[config.mk]
export PLATFORM = sky130hd
export DESIGN_NAME = clk_en_gen
export DESIGN_NICKNAME = d
export VERILOG_FILES = /design/src/rtl/clk_en_gen_pkg.sv /design/src/rtl/clk_en_chan.sv /design/src/rtl/clk_en_gen.sv
export SDC_FILE = /design/constraint.sdc
export NUM_CORES = 1
export LEC_CHECK = 0
export BUFFER_PORTS_ARGS = -buffer_cell sky130_fd_sc_hd__buf_2
export CAP_MARGIN = 0
export CORE_MARGIN = 4
export CORE_UTILIZATION = 65
export CTS_BUF_LIST = sky130_fd_sc_hd__clkbuf_4
export CTS_CLUSTER_DIAMETER = 80
export CTS_CLUSTER_SIZE = 12
export DETAILED_ROUTE_END_ITERATION = 16
export PLACE_DENSITY = 0.82
export SYNTH_ARGS = -nofsm -noshare
export SYNTH_HDL_FRONTEND = slang
export SYNTH_SLANG_ARGS = --single-unit
export TNS_END_PERCENT = 50
[constraint.sdc]
create_clock -name refclk -period 3.2 [get_ports refclk]
set_input_delay 0.64 -clock refclk [delete_from_list [all_inputs] [get_ports refclk]]
set_output_delay 0.64 -clock refclk [all_outputs]
set_load 0.01 [all_outputs]
[src/rtl/clk_en_gen_pkg.sv]
// Shared types and constants for the clock-enable generator.
package clk_en_gen_pkg;

    localparam int unsigned MAX_CH = 16;
    localparam int unsigned CH_W   = $clog2(MAX_CH);

    typedef enum logic [1:0] {
        SETTLE = 2'd0,
        LOCKED = 2'd1,
        APPLY  = 2'd2
    } state_e;

endpackage

[src/rtl/clk_en_chan.sv]
// One phase-accumulator channel: acc += inc each cycle, the carry is the registered enable.
// With CLKEN_PHASE_EN the accumulator can be loaded instead of advanced.
module clk_en_chan #(
    parameter int unsigned ACC_W   = 32,
    parameter int unsigned DEF_INC = 0
) (
    input  logic             refclk,
    input  logic             rst_n,
    input  logic             wr_inc_i,
    input  logic [ACC_W-1:0] inc_i,
`ifdef CLKEN_PHASE_EN
    input  logic             ld_acc_i,
    input  logic [ACC_W-1:0] phase_i,
`endif
    output logic             ce_o
);

    logic [ACC_W-1:0] acc_q, acc_d;
    logic [ACC_W-1:0] inc_q;
    logic             ce_q, ce_d;
    logic [ACC_W:0]   sum_c;

    always_comb begin
        sum_c = {1'b0, acc_q} + {1'b0, inc_q};
        acc_d = sum_c[ACC_W-1:0];
        ce_d  = sum_c[ACC_W];
`ifdef CLKEN_PHASE_EN
        // A phase load replaces this cycle's add, so no carry is produced.
        if (ld_acc_i) begin
            acc_d = phase_i;
            ce_d  = 1'b0;
        end
`endif
    end

    always_ff @(posedge refclk or negedge rst_n) begin
        if (!rst_n) begin
            acc_q <= '0;
            inc_q <= ACC_W'(DEF_INC);
            ce_q  <= 1'b0;
        end else begin
            acc_q <= acc_d;
            ce_q  <= ce_d;
            if (wr_inc_i) begin
                inc_q <= inc_i;
            end
        end
    end

    assign ce_o = ce_q;

endmodule

[src/rtl/clk_en_gen.sv]
// Clock-enable generator: NUM_CH phase accumulators behind a settle/lock config controller.
// Optional CLKEN_PHASE_EN: a config write also loads the target channel's accumulator phase.
module clk_en_gen
    import clk_en_gen_pkg::*;
#(
    parameter int unsigned NUM_CH      = 5,
    parameter int unsigned ACC_W       = 32,
    parameter int unsigned LOCK_CYCLES = 1024,
    parameter int unsigned DEF_INC     = 0
) (
    input  logic              refclk,
    input  logic              rst_n,
    input  logic              cfg_valid,
    output logic              cfg_ready,
    input  logic [CH_W-1:0]   cfg_ch,
    input  logic [ACC_W-1:0]  cfg_inc,
    input  logic [ACC_W-1:0]  cfg_phase,
    output logic              cfg_err,
    output logic [NUM_CH-1:0] outce,
    output logic              locked
);

    localparam int unsigned CNT_W = $clog2(LOCK_CYCLES);
    localparam int unsigned CMP_W = CH_W + 1;

    state_e           state_q, state_d;
    logic [CNT_W-1:0] cnt_q, cnt_d;
    logic             ready_q, ready_d;
    logic             locked_q, locked_d;
    logic             err_q, err_d;
    logic [CH_W-1:0]  ch_q, ch_d;
    logic [ACC_W-1:0] inc_q, inc_d;
    logic             hs_c, ch_ok_c, apply_c;

`ifdef CLKEN_PHASE_EN
    logic [ACC_W-1:0] phase_q, phase_d;
`else
    logic             unused_phase;
    assign unused_phase = ^cfg_phase;
`endif

    assign hs_c    = cfg_valid && ready_q;
    assign ch_ok_c = {1'b0, cfg_ch} < CMP_W'(NUM_CH);
    assign apply_c = (state_q == APPLY);

    // Controller next state; an invalid channel only raises cfg_err.
    always_comb begin
        state_d = state_q;
        cnt_d   = cnt_q;
        ch_d    = ch_q;
        inc_d   = inc_q;
        err_d   = hs_c && !ch_ok_c;
`ifdef CLKEN_PHASE_EN
        phase_d = phase_q;
`endif
        case (state_q)
            SETTLE, LOCKED: begin
                if (hs_c && ch_ok_c) begin
                    state_d = APPLY;
                    ch_d    = cfg_ch;
                    inc_d   = cfg_inc;
`ifdef CLKEN_PHASE_EN
                    phase_d = cfg_phase;
`endif
                end else if (state_q == SETTLE) begin
                    if (cnt_q == CNT_W'(LOCK_CYCLES - 1)) begin
                        state_d = LOCKED;
                    end else begin
                        cnt_d = cnt_q + CNT_W'(1);
                    end
                end
            end
            APPLY: begin
                state_d = SETTLE;
                cnt_d   = '0;
            end
            default: begin
                state_d = SETTLE;
                cnt_d   = '0;
            end
        endcase
        ready_d  = (state_d != APPLY);
        locked_d = (state_d == LOCKED);
    end

    always_ff @(posedge refclk or negedge rst_n) begin
        if (!rst_n) begin
            state_q  <= SETTLE;
            cnt_q    <= '0;
            ready_q  <= 1'b0;
            locked_q <= 1'b0;
            err_q    <= 1'b0;
            ch_q     <= '0;
            inc_q    <= '0;
`ifdef CLKEN_PHASE_EN
            phase_q  <= '0;
`endif
        end else begin
            state_q  <= state_d;
            cnt_q    <= cnt_d;
            ready_q  <= ready_d;
            locked_q <= locked_d;
            err_q    <= err_d;
            ch_q     <= ch_d;
            inc_q    <= inc_d;
`ifdef CLKEN_PHASE_EN
            phase_q  <= phase_d;
`endif
        end
    end

    for (genvar i = 0; i < NUM_CH; i++) begin : g_ch
        clk_en_chan #(
            .ACC_W   (ACC_W),
            .DEF_INC (DEF_INC)
        ) u_chan (
            .refclk   (refclk),
            .rst_n    (rst_n),
            .wr_inc_i (apply_c && (ch_q == CH_W'(i))),
            .inc_i    (inc_q),
`ifdef CLKEN_PHASE_EN
            .ld_acc_i (apply_c && (ch_q == CH_W'(i))),
            .phase_i  (phase_q),
`endif
            .ce_o     (outce[i])
        );
    end

    assign cfg_ready = ready_q;
    assign cfg_err   = err_q;
    assign locked    = locked_q;

endmodule

* After elaboration in Yosys (flattened, before gate mapping) *
Index checks and enable logic that the tools add are counted.
Widths: inputs -> output; s select.

operators by class
  add/sub/neg operators = 6
  order comparisons = 1
  equality and inequality tests = 12
  multiplexer cells = 8
  reduce and logical (&&, ||, !) cells = 14

operators with widths
  kind                   count
  $add 32x32->33         5
  $mux 10                4
  $add 10x1->10 const B  1
  $eq 10x10->1 const B   1
  $eq 4x2->1 const B     2
  $logic_and 1x1->1      8
  $mux 2                 4
  $ne 2x2->1 const B     4
  $eq 2x1->1 const B     2
  $eq 4x1->1 const B     1
  $eq 4x3->1 const B     1
  $logic_not 4->1        1
  $lt 4x3->1 const B     1
  $reduce_and 3->1       1
  $eq 2x2->1 const B     1
  $logic_not 2->1        1
  $reduce_and 2->1       1
  $reduce_or 2->1        1
  $logic_not 1->1        1

word-level totals
  register bits after elaboration = 376
  input bits = 71
  output and inout port bits = 8
  word-level logic and storage cells = 63

* Logic depth before layout (Yosys ltp) *
  word-level depth = 6
  depth in mapped cells = 10

* Modules after synthesis *
A second synthesis with hierarchy kept.

unflattened totals
  cells, all modules = 2026
  area, all modules = 21619.5 um^2

modules (own cells, without submodules)
  module                             times used  cells each  area each (um^2)  seq. area each (um^2)
  clk_en_chan at g_ch[0].u_chan ...  3           372         3983.8            1626.6
  clk_en_chan at g_ch[4].u_chan      1           346         3823.7            1626.6
  clk_en_chan at g_ch[3].u_chan      1           327         3658.5            1626.6
  clk_en_gen                         1           237         2185.8            1276.2

* Worst setup path before layout *
No wires, ideal clock.

  path kind = flip-flop to flip-flop
  start = register g_ch[2].u_chan.inc_q[0]
  end = register g_ch[2].u_chan.acc_q[20]
  library setup time = 80 ps
  arrival time = 2612 ps
  slack = 508 ps
  stages on the path, launching flop included = 11
  path buffers = 0
  period minus slack after synthesis = 2692 ps
  path through = dfrtp_1 > ha_1 > fa_1 > a211oi_2 > o211ai_2 > a2111oi_4 > o21ai_2 > a21o_1 > a21o_1 > a31oi_1 > xnor2_1

between the ends
  word-level cells in the longest chain between the ends = 1

ends and longest elaborated chain
  item                          line               text
  start, declared               clk_en_chan.sv:19  logic [ACC_W-1:0] inc_q;
  start signal, assigned        clk_en_chan.sv:39  inc_q <= ACC_W'(DEF_INC);
  start signal, assigned        clk_en_chan.sv:45  inc_q <= inc_i;
  $add 32x32->33                clk_en_chan.sv:24  sum_c = {1'b0, acc_q} + {1'b0, inc_q};
  net g_ch[2].u_chan.sum_c[20]  clk_en_chan.sv:21  logic [ACC_W:0] sum_c;
  end signal, assigned          clk_en_chan.sv:38  acc_q <= '0;
  end signal, assigned          clk_en_chan.sv:42  acc_q <= acc_d;
  end, declared                 clk_en_chan.sv:18  logic [ACC_W-1:0] acc_q, acc_d;

The timed path passes the listed nets, and every way through them passes these cells.
A chain may end at the register's enable or synchronous reset.

* Final worst setup path *
  start = register g_ch[4].u_chan.acc_q[0]
  end = register g_ch[4].u_chan.ce_q

between the ends
  word-level cells in the longest chain between the ends = 1

ends and longest elaborated chain
  item                          line               text
  start, declared               clk_en_chan.sv:18
  start signal, assigned        clk_en_chan.sv:38
  start signal, assigned        clk_en_chan.sv:42
  $add 32x32->33                clk_en_chan.sv:24
  net g_ch[4].u_chan.sum_c[32]  clk_en_chan.sv:21
  end signal, assigned          clk_en_chan.sv:40  ce_q <= 1'b0;
  end signal, assigned          clk_en_chan.sv:43  ce_q <= ce_d;
  end, declared                 clk_en_chan.sv:20  logic ce_q, ce_d;

The timed path passes the listed nets, and every way through them passes these cells.

==> results by stage <==
Detailed routing:
- For this run, design rule violations remaining after detail routing come to 0.
- After the first detailed-routing iteration, the DRC count stood at ~860.
- The number of antenna-violating nets in the routed design is 0.
- In the routed layout, each cell is associated on average with a via count of around 6.2.
- The post-detailed-routing wire length is a little under 40000 µm.
- In the final routed layout, each cell accounts on average for about 18 µm.
- The total via count after detailed routing is about 14k.
- The pre-antenna-repair detailed-routing pass consisted of 5 iterations.

Global routing:
- The maximum number of pins on one net before global-route repair is between 70 and 80.
- The number of global-route vias before repair is between 10k and 15k.
- The met1 track demand over resource is 32.4%.
- The peak-usage layer in the global routing report is met2.
- Global routing used around 3.0% of the available met3 tracks.
- The wire length of the first global-routing pass is between 60000 and 70000 µm.
- The total overflow left after global routing is 0.
- In the global route stage, met2 resource usage came out at between 40% and 50%.
- The number of antenna violations at the first check in global routing came to 1.
- Global routing consumed, over all layers together, 23.8% of the routing resources.

Pwr:
- VDD sags by at most around 0.64 mV.
- The fraction of power spent switching nets is 42.7%.
- Sequential cells burn approximately a third of the power.
- The analysis attributes to cell leakage a power of 10.1 nW.
- The net switching power is between 10 and 15 mW.
- The clock network power share is under 10%.
- Of the total power, combinational logic draws between 50% and 60%.
- The cell-internal power is 14.3 mW.
- Power spread over the standard cell area amounts to 1180 nW/µm².

Floorplan:
- The site row count is 64.
- The region available for standard cell placement spans approximately 30000 µm².
- The die extent in x is around 180 µm.
- Once the floorplan was initialized, standard cells occupied 65.7% of the core.
- For this design the top-level I/O count stands at roughly 80.
- The die outline height is 184 µm.
- The die covers about 34000 µm².

Worst setup path:
- Data on the critical path arrives at its endpoint at 3.62 ns.
- The sort of element at the end of the critical path is a flip-flop.
- For the worst flop-to-flop path, the logic depth is 10.
- For flop-to-flop paths, the worst setup slack is between 0.1 and 0.15 ns.
- The slowest stage of the critical path belongs to the cell sky130_fd_sc_hd__fa_1.
- The most numerous cell on the critical path is sky130_fd_sc_hd__o21bai_1.
- The signal on the critical path passes through ha_1, fa_1, a211oi_1, o21bai_1, o21a_1, and3_1, o311a_1, o21bai_1, a31oi_1, o41a_1.
- By startpoint and endpoint, the worst setup path is classified as reg2reg.
- In this run the worst path has a maximum fanout of 4.
- STA puts the critical path data required time at 3.76 ns.
- The worst setup path is launched from a flip-flop.
- The endpoint identified for the worst register-to-register timing path is g_ch[4].u_chan.ce_o.
- The startpoint identified for the worst register-to-register timing path is g_ch[4].u_chan.acc_q[0].
- In this run the worst setup path begins at g_ch[4].u_chan.acc_q[0].
- For this run, the slowest stage of the critical path takes around 0.43 ns.

Logic synthesis:
- The warning count from the yosys run is 0.
- The number of storage elements in the synthesis netlist is about 380.
- Summed over all instances, the cell type with the most area after synthesis is sky130_fd_sc_hd__dfrtp_1.
- Sequential elements use a little under half of the synthesized area.
- The netlist area before placement is 20000 µm².
- For this run, the leading register cell type out of synthesis is sky130_fd_sc_hd__dfrtp_1.
- The cell count after synthesis is 1758.
- The post-synthesis area per instance is ~11 µm².
- By area the synthesized netlist is led by sky130_fd_sc_hd__dfrtp_1 47%, sky130_fd_sc_hd__mux2_2 11%, sky130_fd_sc_hd__ha_1 10%.
- The top cell type by area accounts for between 40% and 50% of the synthesized area.
- The synthesized net count is 1995.
- The number of distinct library cell variants in the gate-level netlist after synthesis is 84.
- The async set-or-reset flop fraction in the synthesized netlist is 100%.
- The synthesized design contains 0 enable-type register cells.

Final layout:
- The finished cells cover ~21000 µm².
- The most common cell after layout, fill and taps aside is sky130_fd_sc_hd__dfrtp_1.
- The share of cells above drive strength 1 is 18.8%.
- The final cell utilization of the core is between 60% and 70%.
- The net count reported at finish is 2057.
- In the layout the commonest cells are 376 x sky130_fd_sc_hd__dfrtp_1, 195 x sky130_fd_sc_hd__mux2_2, 161 x sky130_fd_sc_hd__ha_1.
- The area growth from synthesis to layout is 5.50%.

STA:
- The count of final max-slew check failures is 0.
- The final critical-path required period is between 3 and 4 ns.
- The final number of setup-violating endpoints is 0.
- Setup repair after global routing left no endpoint under its margin.
- The number of hold violations in the final report is 0.
- For the final database, setup skew stands at approximately 0.028 ns.
- The transition time at the pin with the least slew margin is 0.595 ns.
- In this run the tightest slew margin relative to its limit is around 60%.
- The highest attainable clock frequency is between 0.3 and 0.4 GHz.
- The share of the cycle needed by the critical path after routing is 95.7%.
- The total negative slack is 0 ns.

Hold path:
- The path with the worst hold slack has its endpoint at inc_q[16].
- The worst hold-check path type is in2reg.
- The start point of the worst hold path is cfg_inc[16].
- The worst hold path depth is 2.

Clocking:
- The TritonCTS clock tree is yes.
- Clock tree synthesis selected as its root buffer the cell sky130_fd_sc_hd__clkbuf_4.
- The insertion delay to the later sink of the worst-skew pair is around 0.68 ns.
- The H-tree depth reported by CTS is 2.
- The clock passes through at most 3 buffers.
- After clock tree synthesis, the clock-pin slew on the worst setup and hold paths is 0.13 ns.
- CTS saw about 380 sinks.
- In this run, CTS created clock tree buffers numbering 37.

Placed design:
- The HPWL after detailed placement is roughly 29000 µm.
- The congestion estimate from routability-driven global placement came to 0.967.
- The number of input and output port buffers inserted is 46.
- The placed instance area is roughly 21000 µm².

Job:
- Max-cap violations in this run came to 0.

Run status:
- The flow ran to the end, and the final reports show no timing, DRC or antenna violations.
## kinds of logic after synthesis
family	synth area share [%]
XOR/XNOR	5.99
adder cells (fa/ha/maj)	10.5
flip-flops	46.9
multiplexers	11.1
AND/OR/NAND/NOR	8.37
AO/OA/AOI/OAI	15.3
buffers and inverters	1.75
## cell usage after synthesis (all sizes together), types with 5 or more instances
cell       n
a21boi    12
o2111ai    6
xor2      50
o21bai    25
and3      17
inv       43
fa         5
ha       161
a211oi    24
and4       6
o21a      12
a211o      5
a221oi     7
nor2b     18
dfrtp    376
nor2      80
a2111oi    5
clkbuf    29
nand2b    15
a21o      57
xnor2     87
nand2     79
mux2     195
a21oi    136
nor3      36
or3       14
buf       15
nand3     33
nand4     19
o21ai     89
o211ai    13
a31oi     22
and2       7
## power groups by stage
stage                     Clock (mW)  Combinational (mW)  Sequential, mW
after floorplan                    0                11.9            7.86
after global placement             0                13.8            8.22
after detailed placement           0                14.4            8.36
after CTS                       2.11                14.6            8.24
after global routing            2.29                16.6            8.44
final                           2.02                14.8            8.21
## worst max path at each step
stage | depth (start not counted) | slack, ns | to
3_3_place_gp | 9 | 0.21 | g_ch[2].u_chan.acc_q[30]
4_1_cts | 10 | 0.04 | g_ch[2].u_chan.ce_o
3_5_place_dp | 10 | 0.11 | g_ch[2].u_chan.ce_o
6_report | 10 | 0.14 | g_ch[4].u_chan.ce_o
2_1_floorplan | 10 | 0.51 | g_ch[2].u_chan.acc_q[20]
5_1_grt | 10 | 0.001 | g_ch[4].u_chan.ce_o
## layout make-up
type	count	area (µm²)
Multi-Input combinational cell	1295	10300
Sequential cell	376	9410
Fill cell	2232	9360
Tap cell	396	495
Timing Repair Buffer	67	450
Clock buffer	40	300
Inverter	43	161
Clock inverter	2	12.5
Antenna cell	1	2.50
## worst max-delay path: cells and delay by family, from the launching register on
family,cells,cell delay [ns]
flip-flops,1,0.39
adder cells (fa/ha/maj),2,0.66
AND/OR/NAND/NOR,1,0.22
AO/OA/AOI/OAI,7,1.67
## registers in the layout, summed over array words and instances (netlist names)
| name | cells |
|---|---|
| g_ch.u_chan.acc_q | 160 |
| g_ch.u_chan.inc_q | 160 |
| inc_q | 32 |
| cnt_q | 10 |
| g_ch.u_chan.ce_o | 5 |
| ch_q | 4 |
| state_q | 2 |
| cfg_err | 1 |
| cfg_ready | 1 |
| locked | 1 |
## metal layers
layer,share of wire (%),vias up
met2,49,293
met4,2.8,0
met1,44,6794
met3,3.8,74
met5,0,-
li1,-,6596
## stage by stage
step                      std cells  hold WS, ns  power [mW]  setup WS (ns)
after detailed placement       2175        0.460        22.8          0.110
final                          2220        0.176        25.0          0.138
after floorplan                1758        0.344        19.7          0.508
after global routing           2220        0.137        27.3        0.00105
after global placement         2175        0.452        22.0          0.206
after CTS                      2218        0.133        24.9         0.0373
## repair_timing
item / in CTS / in global routing
hold endpoints to repair: 63 / 0
gates resized for setup: 0 / 6
hold buffers: 1 / 0
endpoints found under the setup margin: 0 / 12
buffers inserted: 0 / 1
Power figures use the tool's default switching activity.
